### config.mk
export PLATFORM = sky130hd
export DESIGN_NAME = max7219_driver
export DESIGN_NICKNAME = d
export VERILOG_FILES = /design/src/rtl/max7219_driver.sv
export SDC_FILE = /design/constraint.sdc
export NUM_CORES = 1
export LEC_CHECK = 0
export CORE_MARGIN = 1.5
export CORE_UTILIZATION = 45
export CTS_BUF_LIST = sky130_fd_sc_hd__clkbuf_8
export CTS_CLUSTER_SIZE = 40
export DETAILED_ROUTE_END_ITERATION = 10
export GPL_ROUTABILITY_DRIVEN = 0
export HOLD_SLACK_MARGIN = 0.06
export PLACE_DENSITY = 0.75
export SYNTH_ARGS = -nofsm -noshare
export SYNTH_HDL_FRONTEND = slang
export SYNTH_SLANG_ARGS = --single-unit
### constraint.sdc
create_clock -name clk -period 2.5 [get_ports clk]
set_input_delay 0.625 -clock clk [delete_from_list [all_inputs] [get_ports clk]]
set_output_delay 0.625 -clock clk [all_outputs]
set_load 0.02 [all_outputs]
### src/rtl/max7219_driver.sv
// MAX7219 serial back-end: sends the configuration frames once after reset, then
// refreshes all eight BCD digit registers on every ena request.
module max7219_driver #(
    parameter int unsigned CLK_DIV   = 4,
    parameter logic [3:0]  INTENSITY = 4'h8
) (
    input  logic        clk,
    input  logic        res,
    input  logic        ena,
    input  logic [31:0] digits,
    output logic        busy,
    output logic        spi_cs,
    output logic        spi_clk,
    output logic        spi_mosi
);

    typedef enum logic [1:0] {INIT, IDLE, SHIFT, GAP} state_t;

    localparam logic [7:0] DIV_LAST = 8'(CLK_DIV - 1);

    state_t      state, state_n;
    logic        pending, pending_n;
    logic        init_seq, init_seq_n;
    logic [31:0] shadow, shadow_n;
    logic [15:0] sreg, sreg_n;
    logic [7:0]  div, div_n;
    logic [5:0]  half, half_n;
    logic [2:0]  fidx, fidx_n;
    logic        div_end, last_frame;

    function automatic logic [15:0] frame(input logic is_init, input logic [2:0] idx,
                                          input logic [31:0] sh);
        logic [15:0] f;
        if (is_init) begin
            case (idx)
                3'd0:    f = 16'h0C01;
                3'd1:    f = 16'h0F00;
                3'd2:    f = 16'h09FF;
                3'd3:    f = {12'h0A0, INTENSITY};
                default: f = 16'h0B07;
            endcase
        end else begin
            f = {4'h0, {1'b0, idx} + 4'd1, 4'h0, sh[{idx, 2'b00} +: 4]};
        end
        return f;
    endfunction

    assign div_end    = (div == DIV_LAST);
    assign last_frame = init_seq ? (fidx == 3'd4) : (fidx == 3'd7);

    always_comb begin
        state_n    = state;
        pending_n  = pending;
        init_seq_n = init_seq;
        shadow_n   = shadow;
        sreg_n     = sreg;
        div_n      = div;
        half_n     = half;
        fidx_n     = fidx;
        case (state)
            INIT: begin
                if (ena) pending_n = 1'b1;
                init_seq_n = 1'b1;
                fidx_n     = '0;
                sreg_n     = frame(1'b1, 3'd0, shadow);
                div_n      = '0;
                half_n     = '0;
                state_n    = SHIFT;
            end
            IDLE: begin
                if (ena || pending) begin
                    shadow_n   = digits;
                    pending_n  = 1'b0;
                    init_seq_n = 1'b0;
                    fidx_n     = '0;
                    sreg_n     = frame(1'b0, 3'd0, digits);
                    div_n      = '0;
                    half_n     = '0;
                    state_n    = SHIFT;
                end
            end
            SHIFT: begin
                if (ena) pending_n = 1'b1;
                // Half-period 32 is the single extra cycle that holds cs low after the last fall.
                if (half == 6'd32) begin
                    div_n   = '0;
                    half_n  = '0;
                    state_n = GAP;
                end else if (div_end) begin
                    div_n  = '0;
                    half_n = half + 6'd1;
                    if (half[0]) sreg_n = {sreg[14:0], 1'b0};
                end else begin
                    div_n = div + 8'd1;
                end
            end
            GAP: begin
                if (ena) pending_n = 1'b1;
                if (div_end) begin
                    div_n = '0;
                    if (half[0]) begin
                        half_n = '0;
                        if (last_frame) begin
                            state_n = IDLE;
                        end else begin
                            fidx_n  = fidx + 3'd1;
                            sreg_n  = frame(init_seq, fidx + 3'd1, shadow);
                            state_n = SHIFT;
                        end
                    end else begin
                        half_n = half + 6'd1;
                    end
                end else begin
                    div_n = div + 8'd1;
                end
            end
            default: state_n = INIT;
        endcase
    end

    // Outputs are registered from next-state values so the pins never glitch.
    always_ff @(posedge clk or negedge res) begin
        if (!res) begin
            state    <= INIT;
            pending  <= 1'b0;
            init_seq <= 1'b0;
            shadow   <= '0;
            sreg     <= '0;
            div      <= '0;
            half     <= '0;
            fidx     <= '0;
            spi_cs   <= 1'b1;
            spi_clk  <= 1'b0;
            spi_mosi <= 1'b0;
            busy     <= 1'b1;
        end else begin
            state    <= state_n;
            pending  <= pending_n;
            init_seq <= init_seq_n;
            shadow   <= shadow_n;
            sreg     <= sreg_n;
            div      <= div_n;
            half     <= half_n;
            fidx     <= fidx_n;
            spi_cs   <= (state_n != SHIFT);
            spi_clk  <= (state_n == SHIFT) && half_n[0];
            spi_mosi <= (state_n == SHIFT) && sreg_n[15];
            busy     <= (state_n != IDLE) || pending_n;
        end
    end

endmodule

-- Word level (Yosys, flattened, before mapping)
Cells that the tools add are included.
- reduce and logical (&&, ||, !) cells: 14
- multiply operators: 0
- bitwise gates (word level): 0
- shift-type cells: 1
- mux-type cells: 37
- div/mod/pow operators: 0
- magnitude comparators: 0
- add/sub/neg operators: 4
- eq/ne operators: 21
- operator list (kind ; number):
    2-to-1 mux 16 bit ; 8
    case mux 16 bit (4 select lines) ; 1
    case mux 11 bit (4 select lines) ; 1
    case mux 8 bit (4 select lines) ; 1
    indexed part select 32 x 6 -> 4 bit ; 1
    2-to-1 mux 6 bit ; 5
    2-to-1 mux 8 bit ; 3
    case mux 6 bit (4 select lines) ; 1
    inequality test 2 bit, second input constant ; 8
    2-to-1 mux 3 bit ; 4
    2-to-1 mux 2 bit ; 5
    case mux 3 bit (3 select lines) ; 1
    adder 8 x 1 -> 8 bit, second input constant ; 1
    equality test 8 x 2 -> 1 bit, second input constant ; 1
    case mux 2 bit (4 select lines) ; 1
    AND reduction 7 bit ; 1
    adder 6 x 1 -> 6 bit, second input constant ; 1
    equality test 2 bit, second input constant ; 3
    equality test 3 x 2 -> 1 bit, second input constant ; 2
    equality test 3 bit, second input constant ; 2
    equality test 6 bit, second input constant ; 1
    AND reduction 5 bit ; 1
    adder 3 x 1 -> 4 bit, second input constant ; 1
    2-to-1 mux 1 bit ; 4
    15 further kinds ; 19
- latch bits: 0
- memories kept: 0
- bits in read-only memories: 0
- bits in writable memories: 0
- word-level logic and storage cells: 91
- bits in registers: 73
- output and inout bits: 4
- input bits: 35

-- Depth between registers and ports, before layout
Gate-level depths: netlist (run 1).
- depth in word-level cells: 9
- gate-level depth with buffers: 9

-- Worst setup path after synthesis (run 1)
No wires, ideal clock.
- path type: reg2reg
- start: register fidx[0]
- end: register sreg[0]
- path slack: -0.226 ns
- clock period less this slack: 2.726 ns
- arrival time: 2.601 ns
- data required time: 2.375 ns
- stages on the path, launching flop included: 10
- path buffers: 2
- path through: dfrtp_1 -> buf_1 -> inv_1 -> ha_1 -> clkbuf_1 -> mux4_2 -> nor3_1 -> a211o_1 -> o21ai_0 -> mux2_2
- word-level cells in the longest chain between the ends: 8
- elaborated cells on any way between the ends: 17
- RTL lines (element ; line ; RTL):
    from (decl) ; 28 ; logic [2:0] fidx, fidx_n;
    from (signal assigned) ; 144 ; fidx <= fidx_n;
    parallel branches: the longest is 8 deep, another holds adder 3 x 1 -> 3 bit ; - ;
    to (signal assigned) ; 141 ; sreg <= sreg_n;
    to (decl) ; 25 ; logic [15:0] sreg, sreg_n;
Parallel ways; which one is timed is not known. The select of a mux whose other input is x is not followed.
A chain may end at the register's enable or synchronous reset.

-- Final worst setup path (run 1)
- start: register div[0]
- end: register sreg[9]
- word-level cells in the longest chain between the ends: 3
- elaborated cells on any way between the ends: 4
- RTL lines (element ; line ; RTL):
    from (decl) ; 26 ; logic [7:0] div, div_n;
    from (signal assigned) ; 142 ; div <= div_n;
    equality test 8 x 2 -> 1 bit (*) ; 48 ; assign div_end = (div == DIV_LAST);
    inequality test 2 bit (no source line) ; - ;
    AND reduction 7 bit (no source line) (*) ; - ;
Every way passes the cells marked *; elsewhere a longest branch is shown, timed or not.

==> results.json, run 1 <==
{
  "cts_sinks": 73,
  "vias_per_cell": 5.55,
  "wl_met3_um": 245,
  "critPathMaxStageDelay_ns": 0.46,
  "worst_clock_skew_ns": 0.0110,
  "cts_buffer_depth": 2,
  "ys_top_cells_by_area": "dfrtp_1 49%, mux2_2 10%, mux4_2 5.0%",
  "relSlewSlack_pct": 47.0,
  "syn_avg_cell_area_um2": 11.5,
  "finish.utilization_pct": 57.2,
  "reg2reg_depth": 6,
  "tightest_slew_ns": 0.787,
  "dpl_worst_slack_ns": -0.0265,
  "final_max_slew_viol_count": 0,
  "dr.pass1.iters": 4,
  "end_kind": "flip-flop",
  "met1Wirelength_mm": 3.34,
  "cts_root_buffer": "clkbuf_8",
  "critPathRequiredTime_ns": 2.73,
  "reg2reg_slack_ns": 0.09,
  "worstSetupPathType": "flip-flop to flip-flop",
  "io_buffers": 38,
  "grt_pass1_vias": 2613,
  "worst-path-max-fanout": 15,
  "synthArstFlopShare_pct": 100,
  "design_area_mm2": 0.00442,
  "drv_cap": 0,
  "synth_nets": 357,
  "wl_per_cell_um": 14.9,
  "yosys.area.top_type": "dfrtp_1",
  "drt_iter0_markers": 150,
  "routed_wl_mm": 7.07,
  "placed_cell_area_mm2": 0.00419,
  "overflow": 0,
  "yosysTopAreaCellShare_pct": 49.4,
  "nets": 411,
  "ys_seq_area_share_pct": 50.9,
  "p_per_area_mw_per_mm2": 693,
  "most-common-layout-cells": "71 x dfrtp_1, 37 x clkdlybuf4s50_1, 33 x mux2_2, 26 x nand2_1, 23 x o21ai_0",
  "antenna_found_initial": 0,
  "drive_above_1_share_pct": 24.2,
  "vias": 2630,
  "die_h_um": 92.4,
  "clk_pin_slew_worst_paths_ns": 0.08,
  "critPathBufInv": 0,
  "mostFrequentLayoutCell": "dfrtp_1",
  "syn_area_mm2": 0.00360,
  "setup_slack_ns": 0.0856,
  "grt_max_degree": 39,
  "syn2layout_area_growth_pct": 22.8,
  "grt_first_pass_wirelength_mm": 12.2,
  "arrival_ns": 2.64,
  "coreArea_mm2": 0.00773,
  "ys_seq_elements": 73,
  "synth_warnings": 0,
  "highest_layer": "met4",
  "start_util_pct": 46.6,
  "fillers": 638,
  "rows": 32,
  "crit_chain": "ha_2, or4b_4, or3_4, o21a_1, or2_4, a221o_1",
  "hold_class": "input port to asynchronous set/reset pin",
  "reg2reg_to": "sreg[9]",
  "ys_types": 51,
  "clock.fmax_ghz": 0.414,
  "dieArea_mm2": 0.00854,
  "setup_violations": 0,
  "finalPower_uw": 3060,
  "gr-usage-all-layers_pct": 18.2,
  "power_leakage_uw": 0.00195,
  "critical-path-slowest-cell": "or4b_4",
  "status": "completed",
  "critPathTopFamily": "simple AND/OR/NAND/NOR gates",
  "finalCritPeriodShare_pct": 96.6,
  "synth_ff_type": "dfrtp_1",
  "ir_drop_mv": 0.350,
  "hold_buffers": 0,
  "final-hold-violation-count": 0,
  "dp_hpwl_mm": 5.14,
  "postSynthCellCount": 313,
  "synth_edf_count": 0,
  "insertedDiodeCount": 0,
  "fin_worst_hold_slack_ns": 0.230,
  "cts_tree": "yes",
  "rsz0062_at_grt": "false",
  "detail-route-antenna-nets": 0,
  "clk_latency_ns": 0.35,
  "r2r-start": "div[0]",
  "numCtsBuffers": 9,
  "pin_count": 39,
  "critPathLaunchType": "flip-flop",
  "wl_met2_mm": 3.33,
  "post-route-drc-count": 0,
  "cts_max_level": 3,
  "min_period_ns": 2.41,
  "die_w_um": 92.4
}
worst max path at each step:
stage / depth (start not counted) / startpoint / slack (ns) / end
after floorplan: 9 / fidx[0] / 0.02 / sreg[0]
after global placement: 6 / div[0] / 0.03 / sreg[4]
after detailed placement: 6 / div[0] / -0.03 / sreg[9]
after CTS: 6 / div[0] / 0.01 / sreg[2]
after global routing: 6 / div[0] / 0.002 / sreg[9]
final: 6 / div[0] / 0.09 / sreg[9]
synth_stat cells, drive strengths merged (5+ instances only):
| library cell | instances |
|---|---|
| a211o | 7 |
| a21oi | 10 |
| a221o | 5 |
| a22o | 7 |
| buf | 5 |
| clkbuf | 10 |
| dfrtp | 71 |
| ha | 9 |
| inv | 7 |
| mux2 | 33 |
| mux4 | 8 |
| nand2 | 26 |
| nand3 | 12 |
| nor2 | 14 |
| nor2b | 5 |
| nor3 | 11 |
| o21ai | 24 |
cells by family after synthesis:
kind of cell,share of synthesized area [%]
adder cells (fa/ha/maj),3.13
multiplexers,15.6
AND/OR/NAND/NOR,12.2
AO/OA/AOI/OAI,14.4
XOR/XNOR,0.974
buffers and inverters,2.82
flip-flops,50.9
registers in the layout, indices dropped and copies added (netlist names):
signal	count
shadow	32
sreg	16
div	8
half	6
fidx	3
state	2
busy	1
init_seq	1
pending	1
spi_clk	1
spi_cs	1
spi_mosi	1
power breakdown:
group | switching [µW] | total [µW] | internal, µW
logic | 354 | 703 | 349
registers | 116 | 1430 | 1310
clock network | 460 | 929 | 469
total | 930 | 3060 | 2130
metrics by stage:
| stage | std cells | setup TNS (ns) |
|---|---|---|
| 5_1_grt | 474 | 0 |
| 3_5_place_dp | 457 | -0.0563 |
| 2_1_floorplan | 313 | 0 |
| 3_3_place_gp | 457 | 0 |
| 6_report | 474 | 0 |
| 4_1_cts | 473 | 0 |
layout make-up:
type | count | area (µm²) | share of cell area [%]
timing repair buffer | 58 | 538 | 12.2
sequential | 73 | 1830 | 41.4
clock buffer | 9 | 124 | 2.80
multi-input combinational | 217 | 1690 | 38.3
clock inverter | 7 | 77.6 | 1.76
tap | 102 | 128 | 2.89
inverter | 8 | 30.0 | 0.680
what timing repair did:
item,CTS,global route
endpoints found under the setup margin,5,9
resized for setup,1,3
setup buffers,0,1
routing by layer:
layer	global-route usage (%)	up-vias
li1	-	1272
met1	24.7	1295
met2	27.9	49
met3	3.86	14
met4	8.21	0
met5	0	-
No activity file was read; power rests on OpenSTA's default activity.
==> inputs of run 2 (changes only) <==
--- a/config.mk
+++ b/config.mk
@@ -13,6 +13,7 @@
 export GPL_ROUTABILITY_DRIVEN = 0
 export HOLD_SLACK_MARGIN = 0.06
 export PLACE_DENSITY = 0.75
+export SKIP_LAST_GASP = 1
 export SYNTH_ARGS = -nofsm -noshare
 export SYNTH_HDL_FRONTEND = slang
 export SYNTH_SLANG_ARGS = --single-unit
==> results of run 2 <==
No change in the layout: final DEF, timing and power equal those of run 1.
==> inputs of run 3 (changes only) <==
--- a/config.mk
+++ b/config.mk
@@ -17,3 +17,4 @@
 export SYNTH_ARGS = -nofsm -noshare
 export SYNTH_HDL_FRONTEND = slang
 export SYNTH_SLANG_ARGS = --single-unit
+export TNS_END_PERCENT = 20
==> results.json, run 3 (synthesized netlist as in run 1, its figures left out) <==
{
  "status": "completed",
  "antenna_found_initial": 0,
  "io_buffers": 38,
  "finalCritPeriodShare_pct": 95.5,
  "hold_class": "input port to asynchronous set/reset pin",
  "grt_pass1_vias": 2543,
  "finalPower_uw": 3030,
  "numCtsBuffers": 9,
  "clock.fmax_ghz": 0.419,
  "cts_root_buffer": "clkbuf_8",
  "seqCellArea_mm2": 0.00183,
  "cts_buffer_depth": 2,
  "min_period_ns": 2.39,
  "cts_sinks": 73,
  "top_register": "shadow",
  "die_w_um": 92.4,
  "syn2layout_area_growth_pct": 22.8,
  "die_h_um": 92.4,
  "relSlewSlack_pct": 49.2,
  "clk_pin_slew_worst_paths_ns": 0.08,
  "ir_drop_mv": 0.357,
  "multi_input_area_mm2": 0.00168,
  "vias": 2643,
  "detail-route-antenna-nets": 0,
  "largest_register_ffs": 32,
  "post-route-drc-count": 0,
  "final-hold-violation-count": 0,
  "drive_above_1_share_pct": 23.6,
  "tightest_slew_ns": 0.754,
  "dp_hpwl_mm": 5.11,
  "finalNonFillerCells": 475,
  "rsz0062_at_grt": "false",
  "clk_latency_ns": 0.34,
  "worst-path-max-fanout": 15,
  "setup-tns-final_ns": 0,
  "power_leakage_uw": 0.00196,
  "critPathLaunchType": "flip-flop",
  "rows": 32,
  "drv_cap": 0,
  "grt_max_degree": 74,
  "fillers": 642,
  "overflow": 0,
  "largestRegisters": "shadow (32), sreg (16), div (8)",
  "setup_slack_ns": 0.112,
  "dr.pass1.iters": 4,
  "pin_count": 39,
  "critPathRequiredTime_ns": 2.72,
  "dieArea_mm2": 0.00854,
  "cts_setup_buffers": 0,
  "insertedDiodeCount": 0,
  "routed_wl_mm": 7.12,
  "dpl_worst_slack_ns": -0.00967,
  "worstSetupPathType": "flip-flop to flip-flop",
  "nets": 412,
  "wl_per_cell_um": 15.0,
  "cts_max_level": 3,
  "vias_per_cell": 5.56,
  "p_per_area_mw_per_mm2": 686,
  "start_util_pct": 46.6,
  "finish.utilization_pct": 57.2,
  "worst_clock_skew_ns": 0.00987,
  "gr-usage-all-layers_pct": 18.1,
  "drt_iter0_markers": 259,
  "mostFrequentLayoutCell": "dfrtp_1",
  "placed_cells": 459,
  "final_max_slew_viol_count": 0,
  "most-common-layout-cells": "71 x dfrtp_1, 37 x clkdlybuf4s50_1, 33 x mux2_2, 26 x nand2_1, 23 x o21ai_0",
  "arrival_ns": 2.61,
  "cts_tree": "yes",
  "grt_first_pass_wirelength_mm": 12.2,
  "end_kind": "flip-flop",
  "setup_violations": 0,
  "coreArea_mm2": 0.00773
}
==> run 3: path summary, 6_finish.rpt <==
check | start | slack, ns | depth (start not counted) | end
max | div[0] | 0.11 | 6 | sreg[9]
min | res | 0.29 | 2 | div[7]
max reg2reg | div[0] | 0.11 | 6 | sreg[9]
min reg2reg | sreg[11] | 0.49 | 1 | sreg[11]
max in group asynchronous | res | 1.87 | 2 | spi_cs
min in group clk | sreg[11] | 0.49 | 1 | sreg[11]
==> run 3: routing by layer <==
layer,vias to the layer above,GRT usage (%),wire [µm]
li1,1274,-,-
met1,1321,25.6,3410
met2,42,27.8,3390
met3,6,4.60,275
met4,0,5.13,42
met5,-,0,0
==> run 3: metrics by stage <==
stage / cell area (µm²) / hold slack, ns
2_1_floorplan: 3600 / 0.329
3_3_place_gp: 4220 / 0.469
3_5_place_dp: 4220 / 0.480
4_1_cts: 4420 / 0.316
5_1_grt: 4420 / 0.343
6_report: 4420 / 0.288
==> run 3: where the power goes <==
group	switching, µW	internal (µW)
Combinational	353	344
Clock	441	461
Sequential	118	1310
Total	912	2120
==> run 3: what timing repair did <==
action / 4_1_cts / 5_1_grt
endpoints found under the setup margin: 5 / 4
hold buffers: 0 / 0
resized for setup: 2 / 1
==> run 3: worst max-delay path, cell delays in order (launching register included) <==
cell and delay, ns:
dfrtp_1 0.36, ha_1 0.17, or4b_4 0.47, or3_4 0.39, o21a_1 0.21, or2_4 0.31
a221o_1 0.37
==> run 3: final cells by class <==
cell class                 instances  share of cell area [%]
tap                              102                    2.89
multi-input combinational        217                    38.0
sequential                        73                    41.4
clock buffer                       9                    2.80
inverter                           8                   0.680
timing repair buffer              59                    12.6
clock inverter                     7                    1.59
